$ cat src/rtl/pixel_gen_pkg.sv
// Shared types and helpers for pixel_pattern_gen: display modes, colour-bar table
// and the channel widening function.
package pixel_gen_pkg;

  typedef enum logic [1:0] {
    MODE_SOLID = 2'd0,
    MODE_BARS  = 2'd1,
    MODE_CHECK = 2'd2,
    MODE_IMAGE = 2'd3
  } mode_e;

  // Left to right: white, yellow, cyan, green, magenta, red, blue, black.
  localparam logic [23:0] BAR_RGB [8] = '{
    24'hFFFFFF, 24'hFFFF00, 24'h00FFFF, 24'h00FF00,
    24'hFF00FF, 24'hFF0000, 24'h0000FF, 24'h000000
  };

  // Widen a w-bit channel held in the low bits of v to 8 bits by repeating its pattern.
  function automatic logic [7:0] expand_chan(input logic [7:0] v, input int w);
    logic [7:0] r;
    r = 8'h00;
    for (int i = 0; i < 8; i++) begin
      r[3'(7 - i)] = v[3'(w - 1 - (i % w))];
    end
    return r;
  endfunction

endpackage

$ cat src/rtl/pg_sync_delay.sv
// Parametrised-depth shift register that keeps the sync/video_on sideband
// aligned with the pixel pipeline.
module pg_sync_delay #(
  parameter int DEPTH = 3,
  parameter int WIDTH = 3
) (
  input  logic             clk,
  input  logic             reset,
  input  logic [WIDTH-1:0] din,
  output logic [WIDTH-1:0] dout
);

  logic [WIDTH-1:0] sr_q [DEPTH];
  logic [WIDTH-1:0] sr_d [DEPTH];

  // Next state: new sample enters stage 0, every other stage takes its predecessor.
  always_comb begin
    sr_d[0] = din;
    for (int i = 1; i < DEPTH; i++) begin
      sr_d[i] = sr_q[i-1];
    end
  end

  // Shift register state with synchronous clear.
  always_ff @(posedge clk) begin
    if (reset) begin
      for (int i = 0; i < DEPTH; i++) begin
        sr_q[i] <= {WIDTH{1'b0}};
      end
    end else begin
      sr_q <= sr_d;
    end
  end

  assign dout = sr_q[DEPTH-1];

endmodule

$ cat src/rtl/pixel_pattern_gen.sv
// Run-time selectable test pattern generator (solid, bars, checker, scaled ROM image)
// with a fixed 3-edge pipeline. Define PIXEL_GEN_SCROLL_EN to scroll content 1 pixel per frame.
module pixel_pattern_gen
  import pixel_gen_pkg::*;
#(
  parameter int          CNT_W       = 11,
  parameter int          H_ACTIVE    = 640,
  parameter int          V_ACTIVE    = 480,
  parameter int          COLOR_W     = 4,
  parameter int          IMG_W       = 320,
  parameter int          IMG_H       = 240,
  parameter int          SCALE_SHIFT = 1,
  parameter int          ADDR_W      = 17,
  parameter int          CHK_SHIFT   = 5,
  parameter logic [23:0] BORDER_RGB  = 24'h000000
) (
  input  logic                   rfr_clk,
  input  logic                   reset,
  input  logic                   video_on,
  input  logic [CNT_W-1:0]       pixel_cnt,
  input  logic [CNT_W-1:0]       line_cnt,
  input  logic                   h_sync,
  input  logic                   v_sync,
  input  logic [1:0]             mode_sel,
  input  logic [23:0]            solid_rgb,
  output logic [ADDR_W-1:0]      rom_addr,
  input  logic [3*COLOR_W-1:0]   rom_data,
  output logic [7:0]             p_red,
  output logic [7:0]             p_green,
  output logic [7:0]             p_blue,
  output logic                   p_h_sync,
  output logic                   p_v_sync,
  output logic                   p_video_on,
  output logic [7:0]             frame_cnt
);

  localparam int BAR_W = H_ACTIVE / 8;

  mode_e             active_mode_q, active_mode_d, mode_now;
  logic [23:0]       active_rgb_q, active_rgb_d, rgb_now;
  logic [7:0]        frame_cnt_q, frame_cnt_d;
  logic [ADDR_W-1:0] rom_addr_q, rom_addr_d;
  logic [23:0]       rgb1_q, rgb1_d, rgb2_q, rgb2_d, pix_q, pix_d;
  logic              use_rom1_q, use_rom1_d, use_rom2_q, use_rom2_d;
  logic              fs, in_area, img_hit;
  logic [CNT_W-1:0]  x, sx_raw, sx, sy;
  logic [2:0]        bar_idx;
  logic [2:0]        sb_out;

  // Stage-1 pattern decode, mode/colour capture at frame start, frame counter and later stages.
  always_comb begin
    fs = (pixel_cnt == {CNT_W{1'b0}}) && (line_cnt == {CNT_W{1'b0}});
    if (fs) begin
      mode_now    = mode_e'(mode_sel);
      rgb_now     = solid_rgb;
      frame_cnt_d = frame_cnt_q + 8'd1;
    end else begin
      mode_now    = active_mode_q;
      rgb_now     = active_rgb_q;
      frame_cnt_d = frame_cnt_q;
    end
    active_mode_d = mode_now;
    active_rgb_d  = rgb_now;

    sx_raw = pixel_cnt >> SCALE_SHIFT;
    sy     = line_cnt >> SCALE_SHIFT;
`ifdef PIXEL_GEN_SCROLL_EN
    x  = CNT_W'((32'(pixel_cnt) + 32'(frame_cnt_d)) % 32'(H_ACTIVE));
    sx = CNT_W'((32'(sx_raw) + 32'(frame_cnt_d)) % 32'(IMG_W));
`else
    x  = pixel_cnt;
    sx = sx_raw;
`endif

    bar_idx = 3'd0;
    for (int k = 1; k < 8; k++) begin
      if (32'(x) >= 32'(k * BAR_W)) begin
        bar_idx = bar_idx + 3'd1;
      end else begin
        bar_idx = bar_idx;
      end
    end

    in_area = video_on && (pixel_cnt < CNT_W'(H_ACTIVE)) && (line_cnt < CNT_W'(V_ACTIVE));
    img_hit = (32'(sx_raw) < 32'(IMG_W)) && (32'(sy) < 32'(IMG_H));

    rgb1_d     = 24'h000000;
    use_rom1_d = 1'b0;
    rom_addr_d = {ADDR_W{1'b0}};
    if (in_area) begin
      case (mode_now)
        MODE_SOLID: rgb1_d = rgb_now;
        MODE_BARS:  rgb1_d = BAR_RGB[bar_idx];
        MODE_CHECK: rgb1_d = (x[CHK_SHIFT] ^ line_cnt[CHK_SHIFT]) ? 24'hFFFFFF : 24'h000000;
        MODE_IMAGE: begin
          if (img_hit) begin
            use_rom1_d = 1'b1;
            rom_addr_d = ADDR_W'(32'(sy) * 32'(IMG_W) + 32'(sx));
          end else begin
            rgb1_d = BORDER_RGB;
          end
        end
        default: rgb1_d = 24'h000000;
      endcase
    end else begin
      rgb1_d     = 24'h000000;
      use_rom1_d = 1'b0;
    end

    // Stage 2 only waits for the ROM; the output stage picks ROM data or the padded colour.
    rgb2_d     = rgb1_q;
    use_rom2_d = use_rom1_q;
    if (use_rom2_q) begin
      pix_d = {expand_chan(8'(rom_data[3*COLOR_W-1 -: COLOR_W]), COLOR_W),
               expand_chan(8'(rom_data[2*COLOR_W-1 -: COLOR_W]), COLOR_W),
               expand_chan(8'(rom_data[COLOR_W-1 -: COLOR_W]), COLOR_W)};
    end else begin
      pix_d = rgb2_q;
    end
  end

  // Pipeline, capture and counter registers; reset takes priority over frame start.
  always_ff @(posedge rfr_clk) begin
    if (reset) begin
      active_mode_q <= MODE_SOLID;
      active_rgb_q  <= 24'h000000;
      frame_cnt_q   <= 8'h00;
      rom_addr_q    <= {ADDR_W{1'b0}};
      rgb1_q        <= 24'h000000;
      use_rom1_q    <= 1'b0;
      rgb2_q        <= 24'h000000;
      use_rom2_q    <= 1'b0;
      pix_q         <= 24'h000000;
    end else begin
      active_mode_q <= active_mode_d;
      active_rgb_q  <= active_rgb_d;
      frame_cnt_q   <= frame_cnt_d;
      rom_addr_q    <= rom_addr_d;
      rgb1_q        <= rgb1_d;
      use_rom1_q    <= use_rom1_d;
      rgb2_q        <= rgb2_d;
      use_rom2_q    <= use_rom2_d;
      pix_q         <= pix_d;
    end
  end

  pg_sync_delay #(.DEPTH(3), .WIDTH(3)) u_sync_delay (
    .clk   (rfr_clk),
    .reset (reset),
    .din   ({h_sync, v_sync, video_on}),
    .dout  (sb_out)
  );

  assign rom_addr   = rom_addr_q;
  assign frame_cnt  = frame_cnt_q;
  assign p_red      = pix_q[23:16];
  assign p_green    = pix_q[15:8];
  assign p_blue     = pix_q[7:0];
  assign p_h_sync   = sb_out[2];
  assign p_v_sync   = sb_out[1];
  assign p_video_on = sb_out[0];

endmodule

$ cat config.mk
export PLATFORM = sky130hd
export DESIGN_NAME = pixel_pattern_gen
export DESIGN_NICKNAME = d
export VERILOG_FILES = /design/src/rtl/pixel_gen_pkg.sv /design/src/rtl/pg_sync_delay.sv /design/src/rtl/pixel_pattern_gen.sv
export SDC_FILE = /design/constraint.sdc
export NUM_CORES = 1
export LEC_CHECK = 0
export ABC_CLOCK_PERIOD_IN_PS = 12500
export CAP_MARGIN = 20
export CORE_UTILIZATION = 55
export DETAILED_ROUTE_END_ITERATION = 8
export GPL_TIMING_DRIVEN = 0
export PLACE_DENSITY = 0.85
export RECOVER_POWER = 50
export SYNTH_ARGS = -nofsm -noshare
export SYNTH_HDL_FRONTEND = slang
export SYNTH_SLANG_ARGS = --single-unit
$ cat constraint.sdc
create_clock -name rfr_clk -period 12.5 [get_ports rfr_clk]
set_input_delay 3.125 -clock rfr_clk [delete_from_list [all_inputs] [get_ports rfr_clk]]
set_output_delay 3.125 -clock rfr_clk [all_outputs]
set_load 0.02 [all_outputs]
After elaboration in Yosys (flattened, before gate mapping):

Memories as Yosys holds them, arrays and structs flattened.
Cells that the tools add are included.

* memory bits (read-only): 192
* memories: 1
* register bits: 134
* logic and storage cells: 69
* bits of input ports: 65
* output and inout port bits: 52

* add/sub/neg operators: 8
* multiply operators: 1
* bitwise operators: 5
* order comparisons: 12
* eq/ne operators: 3
* reductions and logical operators: 11
* muxes and demuxes: 15

Memory list
* (no name shown): words 8, width 24, read ports 1, clocked after Yosys merged registers in 0, write ports 0, RTL line pixel_pattern_gen.sv:93 `MODE_BARS: rgb1_d = BAR_RGB[bar_idx];`

Operators with widths (count)
* two-way mux 24 bit: 4
* one-hot mux 24 bit (4 select lines): 1
* >= comparator 11 x 9 -> 1 bit (second input constant): 3
* >= comparator 11 x 8 -> 1 bit (second input constant): 2
* logical NOT 11 bit: 2
* two-way mux 20 bit: 1
* adder 3 x 1 -> 3 bit (second input constant): 6
* two-way mux 3 bit: 6
* adder 17 x 10 -> 17 bit: 1
* >= comparator 11 x 10 -> 1 bit (second input constant): 1
* >= comparator 11 x 7 -> 1 bit (second input constant): 1
* < comparator 11 x 10 -> 1 bit (second input constant): 1
* < comparator 11 x 9 -> 1 bit (second input constant): 1
* multiplier 10 x 3 -> 11 bit (second input constant): 1
* < comparator 10 x 8 -> 1 bit (second input constant): 1
* < comparator 10 x 9 -> 1 bit (second input constant): 1
* adder 8 x 1 -> 8 bit (second input constant): 1
* == test 2 bit (second input constant): 2
* >= comparator 4 bit (second input constant): 1
* logical AND 1 bit: 4
* NOT 3 -> 4 bit: 1
* OR reduction 2 bit: 2
* OR reduction 4 bit: 1
* NOT 1 bit: 3
* other kinds (6): 7

Logic depth before layout (Yosys ltp):

Gate-level depths: netlist of the first run.

* depth after elaboration: 19
* mapped depth: 19
* mapped depth without buffers: 18

Modules after synthesis:

From an unflattened synthesis of the first run, not the netlist that was laid out.

* cells, all modules: 609
* area, all modules: 5669.2 um^2

By module, submodules not included
* pixel_pattern_gen: area an instance 5432.7 um^2, times used 1, sequential area each 2502.4 um^2, cells an instance 591
* pg_sync_delay: area an instance 236.5 um^2, times used 1, sequential area each 180.2 um^2, cells an instance 18

Worst setup path before layout of the first run:

Ideal clock, no wire load.

* path kind: input to register
* start point: input port pixel_cnt[4]
* end point: register rgb1_q[10]
* stages: 18
* setup time: 0.132 ns
* path buffers: 2
* data required time: 12.368 ns
* arrival time: 6.700 ns
* slack: 5.668 ns
* cells stage by stage: buf_2 or2_2 a2111o_1 ha_1 clkbuf_1 xor2_1 ha_1 o21ai_0 xor2_1 mux2i_1 ha_1 nand2_1 nand2_1 ha_1 nand2b_1 xnor3_1 a31oi_2 o21ai_1

* longest elaborated chain between the ends: 19
* elaborated cells between the ends (all ways): 38
* those cells by class: 6 x add/sub; 8 x order compare; 3 x eq/ne; 12 x mux; 2 x bitwise; 6 x reduce/logical; 1 x memory

Ends and longest elaborated chain
* start, declared: RTL line pixel_pattern_gen.sv:20 `input logic [CNT_W-1:0] pixel_cnt,`
* >= comparator 11 x 7 -> 1 bit: RTL line pixel_pattern_gen.sv:77 `if (32'(x) >= 32'(k * BAR_W)) begin`
* two-way mux 1 bit: RTL line pixel_pattern_gen.sv:77
* adder 3 x 1 -> 3 bit: RTL line pixel_pattern_gen.sv:78 `bar_idx = bar_idx + 3'd1;`
* two-way mux 3 bit: RTL line pixel_pattern_gen.sv:77
* adder 3 x 1 -> 3 bit: RTL line pixel_pattern_gen.sv:78
* two-way mux 3 bit: RTL line pixel_pattern_gen.sv:77
* adder 3 x 1 -> 3 bit: RTL line pixel_pattern_gen.sv:78
* two-way mux 3 bit: RTL line pixel_pattern_gen.sv:77
* (+2 left out)
* adder 3 x 1 -> 3 bit: RTL line pixel_pattern_gen.sv:78
* two-way mux 3 bit: RTL line pixel_pattern_gen.sv:77
* adder 3 x 1 -> 3 bit: RTL line pixel_pattern_gen.sv:78
* two-way mux 3 bit: RTL line pixel_pattern_gen.sv:77
* NOT 3 -> 4 bit (not written as such): RTL line pixel_pattern_gen.sv:93
* memory read (8 x 24 bit)
* two-way mux 24 bit (not written as such) (2 in series): RTL line pixel_pattern_gen.sv:93
* one-hot mux 24 bit (4 select lines): RTL line pixel_pattern_gen.sv:91 `case (mode_now)`
* end signal, assigned: RTL line pixel_pattern_gen.sv:139 `rgb1_q <= rgb1_d;`
* end, declared: RTL line pixel_pattern_gen.sv:43 `logic [23:0] rgb1_q, rgb1_d, rgb2_q, rgb2_d, pix_q, pix_d;`

Several ways; a longest one is shown, not always the timed one. The select of a mux whose other input is x is not followed.
A chain may end at the register's enable or synchronous reset.

Worst setup path after layout of the first run:

* start point: input port pixel_cnt[9]
* end point: register rgb1_q[14]

Same word-level chain as after synthesis.

==> flow_summary.yaml, run 1 <==
clocking:
  cts.repair.resized: 0
  clk_pin_slew_ns: 0.07
  clkSinkCount: 134
  post_cts.repair.setup_buffers: 0
  clk_path_buf_depth: 2
  ctsHoldBuffers: 0
  clock-root-buffer: "clkbuf_8"
  cts_tree: "built"
  h-tree-depth: 4
  numCtsBuffers: 17
  clk_latency_ns: 0.52
logic_synthesis:
  synth-simple-area-share: 0.217
  synth_compound_area_frac: 0.120
  muxShareOfSynthArea: 0.0378
  ys_ff_latch: 134
  synthAdderAreaFrac: 0.0634
  synth-main-ff-cell: "dfxtp_1"
  netlist_area_um2: 5560
  ys_seq_area_frac: 0.482
  synth-edff-count: 0
  synthXorXnorAreaFrac: 0.0434
  avgSynthCellArea_um2: 9.51
  synthArstFlopShare: 0
  ys_types: 58
  synth_cells: 585
  synth_top_family_by_area: "simple AND/OR/NAND/NOR gates"
  synth_nets: 677
  yosysWarningCount: 0
grt:
  overflow: 0
  top_usage_layer: "met2"
  met1_usage: 0.310
  grt_max_degree: 17
  grt_first_pass_wirelength_mm: 22.1
  grt_pass1_vias: 4740
  antenna_found_initial: 1
  grt_util_met3: 0.0664
  gr-usage-met2: 0.496
  grtUsageTotal: 0.278
timing:
  drv_slew: 0
  worstMarginPinSlew_ns: 0.693
  rsz0062_at_grt: "no"
  fin_crit_ns: 7.40
  final.period_utilization: 0.592
  fmaxAchievable_mhz: 135
  max-slew-margin-rel: 0.538
  setup_ws_ns: 5.10
  timing.setup.tns_ns: 0
  setup_violations: 0
  holdWs_ns: 0.424
  finalHoldViolations: 0
  fin_skew_ns: 0.00485
worst_setup_path:
  cp_max_fo: 8
  path_class: "in2reg"
  worst_ep_required_time_ns: 12.88
  r2r_end: "rgb1_q[6]$_SDFF_PP0_"
  arrival_ns: 7.78
  cp-end-kind: "flip-flop"
  critPathLaunchType: "input port"
  r2r_cells: 4
  r2r_slack_ns: 10.78
  reg2reg_from: "active_mode_q[0]$_SDFF_PP0_"
placement:
  place_inst: 832
  dp_slack_ns: 4.63
  place_congestion: 0.959
  io_buffer_count: 114
  hpwl_mm: 10.3
routing:
  viasPerCell: 5.50
  wl_per_cell_um: 16.1
  route.detailed.drc: 0
  drt-initial-drc-count: 245
  finalWirelength_mm: 14.0
  vias: 4752
  drt_first_pass_iters: 5
  antenna_left: 0
die:
  initial_core_util: 0.569
  pin_count: 117
  core.rowCount: 36
  die_x_um: 103
  die_area_um2: 10500
  die_y_um: 103
  core_region_area_um2: 9770
outcome:
  outcome: "finished, final reports clean"
final_layout:
  drive_above_1_share: 0.0739
  nets: 810
  area_growth_pct: 33.7
  fillers: 655
  final_cell_mix: "134 x dfxtp_1, 78 x clkdlybuf4s50_1, 52 x nand2_1, 46 x nor2_1, 39 x nor2b_1"
  multiInputGateArea_um2: 2680
  antenna_cells: 0
  instances_no_fill: 864
  regArea_um2: 2680
  final_common_cell: "dfxtp_1"
worst_hold_path:
  hold_class: "reg2reg"
  hold_depth: 1
  hp-start: "rgb2_q[21]$_SDFF_PP0_"
  min_to: "pix_q[21]$_SDFF_PP0_"
power:
  max-vdd-ir-drop_mv: 0.0815
  powerDensity_nw_per_um2: 134
  leakagePower_nw: 2.96
flow_run:
  maxCapViolCount: 0
==> worst max path at each step <==
| stage | start | end | depth (start not counted) |
|---|---|---|---|
| global placement | pixel_cnt[9] | rgb1_q[11]$_SDFF_PP0_ | 19 |
| floorplan | pixel_cnt[4] | rgb1_q[10]$_SDFF_PP0_ | 18 |
| CTS | pixel_cnt[9] | rgb1_q[12]$_SDFF_PP0_ | 19 |
| detailed placement | pixel_cnt[9] | rgb1_q[11]$_SDFF_PP0_ | 19 |
| global route | pixel_cnt[8] | rgb1_q[14]$_SDFF_PP0_ | 19 |
| finish | pixel_cnt[9] | rgb1_q[14]$_SDFF_PP0_ | 19 |
==> sequential cells by signal, summed over array words and instances (netlist names) <==
register / flops
active_rgb_q: 24
pix_q: 24
rom_addr: 17
rgb2_q: 24
frame_cnt: 8
u_sync_delay.sr_d: 6
rgb1_q: 24
use_rom1_q: 1
active_mode_q: 2
u_sync_delay.dout: 3
use_rom2_q: 1
==> Yosys cell counts, drive strengths merged (2+ instances only) <==
cell type    n  area (µm²)
inv         15        56.3
nand4        9        56.3
and2        19         119
dfxtp      134        2680
o221ai       8        70.1
or4          2        18.8
a41oi        2        25.0
and4         2        17.5
nand4b       3        26.3
nand2       52         195
nand3       23         115
clkbuf      21        78.8
xor2        16         140
buf         11        67.6
xnor2        9        78.8
or2          3        18.8
a211oi       4        30.0
mux2i       21         210
ha          25         313
a21oi       26         130
a21o         3        22.5
a22oi        2        15.0
nand2b       5        31.3
nor2b       39         244
a31oi       18         134
nor3         9        55.1
nor2        47         193
and3        11        68.8
a2111o       2        22.5
fa           2        40.0
nor4         5        31.3
o21ai       22         125
o21a         4        30.0
==> layout make-up <==
class / count / area share
repair buffers: 114 / 0.153
plain buffers: 32 / 0.0197
multi-input cells: 404 / 0.360
well taps: 133 / 0.0224
flip-flops and latches: 134 / 0.361
clock inverters: 15 / 0.0205
clock buffers: 17 / 0.0557
inverters: 15 / 0.00757
==> power breakdown <==
| part | internal [mW] | switching, mW | total, mW |
|---|---|---|---|
| Clock | 0.257 | 0.210 | 0.467 |
| Combinational | 0.0463 | 0.0533 | 0.0996 |
| Sequential | 0.428 | 0.000210 | 0.428 |
==> layer usage <==
layer | wire, µm | part of all wire | vias up
li1 | - | - | 2300
met2 | 7010 | 0.50 | 200
met1 | 5570 | 0.40 | 2210
met3 | 934 | 0.067 | 42
met4 | 442 | 0.032 | 0
met5 | 0 | 0 | -
==> critical path, stage by stage <==
cell and delay (ns):
clkdlybuf4s50_1 0.55, or2_1 0.28, clkbuf_1 0.17, a2111o_1 0.44
ha_1 0.28, clkbuf_1 0.31, xor2_1 0.18, ha_1 0.24
o21ai_0 0.10, xor2_1 0.23, mux2i_1 0.12, ha_1 0.31
nand2_1 0.09, nand2_1 0.06, ha_1 0.19, nand2b_1 0.07
xnor3_1 0.43, a31oi_2 0.46, o21ai_1 0.14
==> logic make-up after synthesis <==
group	Yosys count
buffers and inverters	47
AO/OA/AOI/OAI	99
XOR/XNOR	26
multiplexers	21
AND/OR/NAND/NOR	231
adder cells (fa/ha/maj)	27
flip-flops	134
==> stage by stage <==
step	total power, mW	util	instance area, µm²
floorplan	0.496	-	5560
global placement	0.532	0.703	6870
detailed placement	0.536	0.703	6870
CTS	1.00	0.761	7440
global route	1.03	0.761	7440
finish	0.995	0.761	7440
No activity file was read; power rests on OpenSTA's default activity.
==> run 2: changes to the inputs <==
ABC_CLOCK_PERIOD_IN_PS = 7300   (was 12500)
CORE_UTILIZATION = 51   (was 55)
PLACE_DENSITY = 0.8   (was 0.85)
clock period = 7.3 ns   (was 12.5 ns; I/O delays follow)
==> run 2 against run 1 <==
Compared with the run above: total power increased by 72%; wire length down 5.7%; global-route usage decreased by 3.5 points; largest power group unchanged.
==> flow_summary.yaml, run 2 (synthesis gave the netlist of run 1 again) <==
outcome:
  outcome: "finished, final reports clean"
timing:
  drv_slew: 0
  finalHoldViolations: 0
  max-slew-margin-rel: 0.526
  holdWs_ns: 0.430
  final.period_utilization: 0.832
  worstMarginPinSlew_ns: 0.711
  fmaxAchievable_mhz: 165
  setup_ws_ns: 1.22
  fin_skew_ns: 0.00621
  timing.setup.tns_ns: 0
  rsz0062_at_grt: "no"
  setup_violations: 0
  fin_crit_ns: 6.08
die:
  core.rowCount: 37
  pin_count: 117
  die_y_um: 106
  core_region_area_um2: 10500
  initial_core_util: 0.532
  die_x_um: 106
  die_area_um2: 11300
placement:
  io_buffer_count: 114
  dp_slack_ns: 0.706
  place_congestion: 0.860
  hpwl_mm: 9.71
clocking:
  post_cts.repair.setup_buffers: 0
  ctsHoldBuffers: 0
  clock-root-buffer: "clkbuf_8"
  clk_pin_slew_ns: 0.07
  clkSinkCount: 134
  h-tree-depth: 4
  cts.repair.resized: 0
  clk_latency_ns: 0.53
  clk_path_buf_depth: 2
  numCtsBuffers: 17
  cts_tree: "built"
power:
  p_int_mw: 1.25
  powerDensity_nw_per_um2: 229
  leakagePower_nw: 2.96
  power_frac_comb: 0.098
  max-vdd-ir-drop_mv: 0.146
  switching_share: 0.267
  p_switching_uw: 455
  seq_power_share: 0.429
  clockPowerShare: 0.473
worst_setup_path:
  path_class: "in2reg"
  arrival_ns: 6.47
  worst_ep_required_time_ns: 7.69
  reg2reg_from: "active_mode_q[0]$_SDFF_PP0_"
  critPathLaunchType: "input port"
  critPathLaunch: "pixel_cnt[10]"
  cp-end-kind: "flip-flop"
  cp_max_fo: 8
routing:
  viasPerCell: 5.36
  route.met2.wl_mm: 6.52
  highest_layer: "met4"
  finalWirelength_mm: 13.2
  drt_first_pass_iters: 5
  drt-met1-wl_mm: 5.68
  antenna_left: 0
  vias: 4649
  route.detailed.drc: 0
  wl_per_cell_um: 15.2
  wl_met3_um: 754
  drt-initial-drc-count: 252
grt:
  grt_max_degree: 17
  grtUsageTotal: 0.243
  overflow: 0
  antenna_found_initial: 0
  grt_first_pass_wirelength_mm: 21.4
  grt_pass1_vias: 4559
final_layout:
  nets: 810
  area_growth_pct: 33.8
  final_cell_mix: "134 x dfxtp_1, 78 x clkdlybuf4s50_1, 52 x nand2_1, 46 x nor2_1, 39 x nor2b_1"
  fillers: 806
  antenna_cells: 0
  drive_above_1_share: 0.0739
  final_common_cell: "dfxtp_1"
worst_hold_path:
  hold_class: "reg2reg"
  hp-start: "rgb2_q[21]$_SDFF_PP0_"
flow_run:
  maxCapViolCount: 0
## run 2: worst max-delay path: stages
cell,delay [ns]
clkdlybuf4s50_1,0.55
or2_1,0.27
clkbuf_1,0.17
a2111o_1,0.44
ha_1,0.28
clkbuf_1,0.30
xor2_1,0.23
ha_1,0.27
o21ai_0,0.09
xor2_1,0.21
mux2i_1,0.11
ha_1,0.31
nand2_1,0.08
nand2_1,0.06
ha_1,0.19
nand2b_1,0.07
xnor3_1,0.41
a31oi_2,0.44
o21ai_1,0.15
## run 2: path summary, 6_finish.rpt
check	endpoint	slack, ns	depth (start not counted)
setup / recovery	rgb1_q[10]$_SDFF_PP0_	1.22	19
hold / removal	pix_q[21]$_SDFF_PP0_	0.43	1
setup reg to reg	rgb1_q[6]$_SDFF_PP0_	5.60	4
hold reg to reg	pix_q[21]$_SDFF_PP0_	0.43	1
## run 2: power by group through the flow
stage                     Clock (mW)  Sequential, mW  Combinational, mW
after detailed placement           0           0.750              0.166
after floorplan                    0           0.750             0.0994
final                          0.807           0.733              0.168
after global routing           0.849           0.733              0.185
after global placement             0           0.750              0.160
after CTS                      0.816           0.733              0.168
## run 2: metrics by stage
stage / cell area [µm²] / util / total power [mW] / cells
2_1_floorplan: 5560 / - / 0.850 / 585
3_3_place_gp: 6880 / 0.657 / 0.910 / 835
3_5_place_dp: 6880 / 0.657 / 0.915 / 835
4_1_cts: 7450 / 0.712 / 1.72 / 867
5_1_grt: 7450 / 0.712 / 1.77 / 867
6_report: 7450 / 0.712 / 1.71 / 867
## run 2: area by class of cell
type,instances,area (µm²),share of cell area
well taps,136,170,0.0228
plain buffers,32,146,0.0197
multi-input cells,404,2680,0.360
clock inverters,15,158,0.0212
inverters,15,56.3,0.00756
repair buffers,114,1140,0.153
flip-flops and latches,134,2680,0.360
clock buffers,17,414,0.0556
## run 2: routing by layer
layer	vias to the layer above	GRT usage
met5	-	0
met4	0	0.0959
met3	18	0.0582
met2	143	0.420
met1	2193	0.291
li1	2295	-
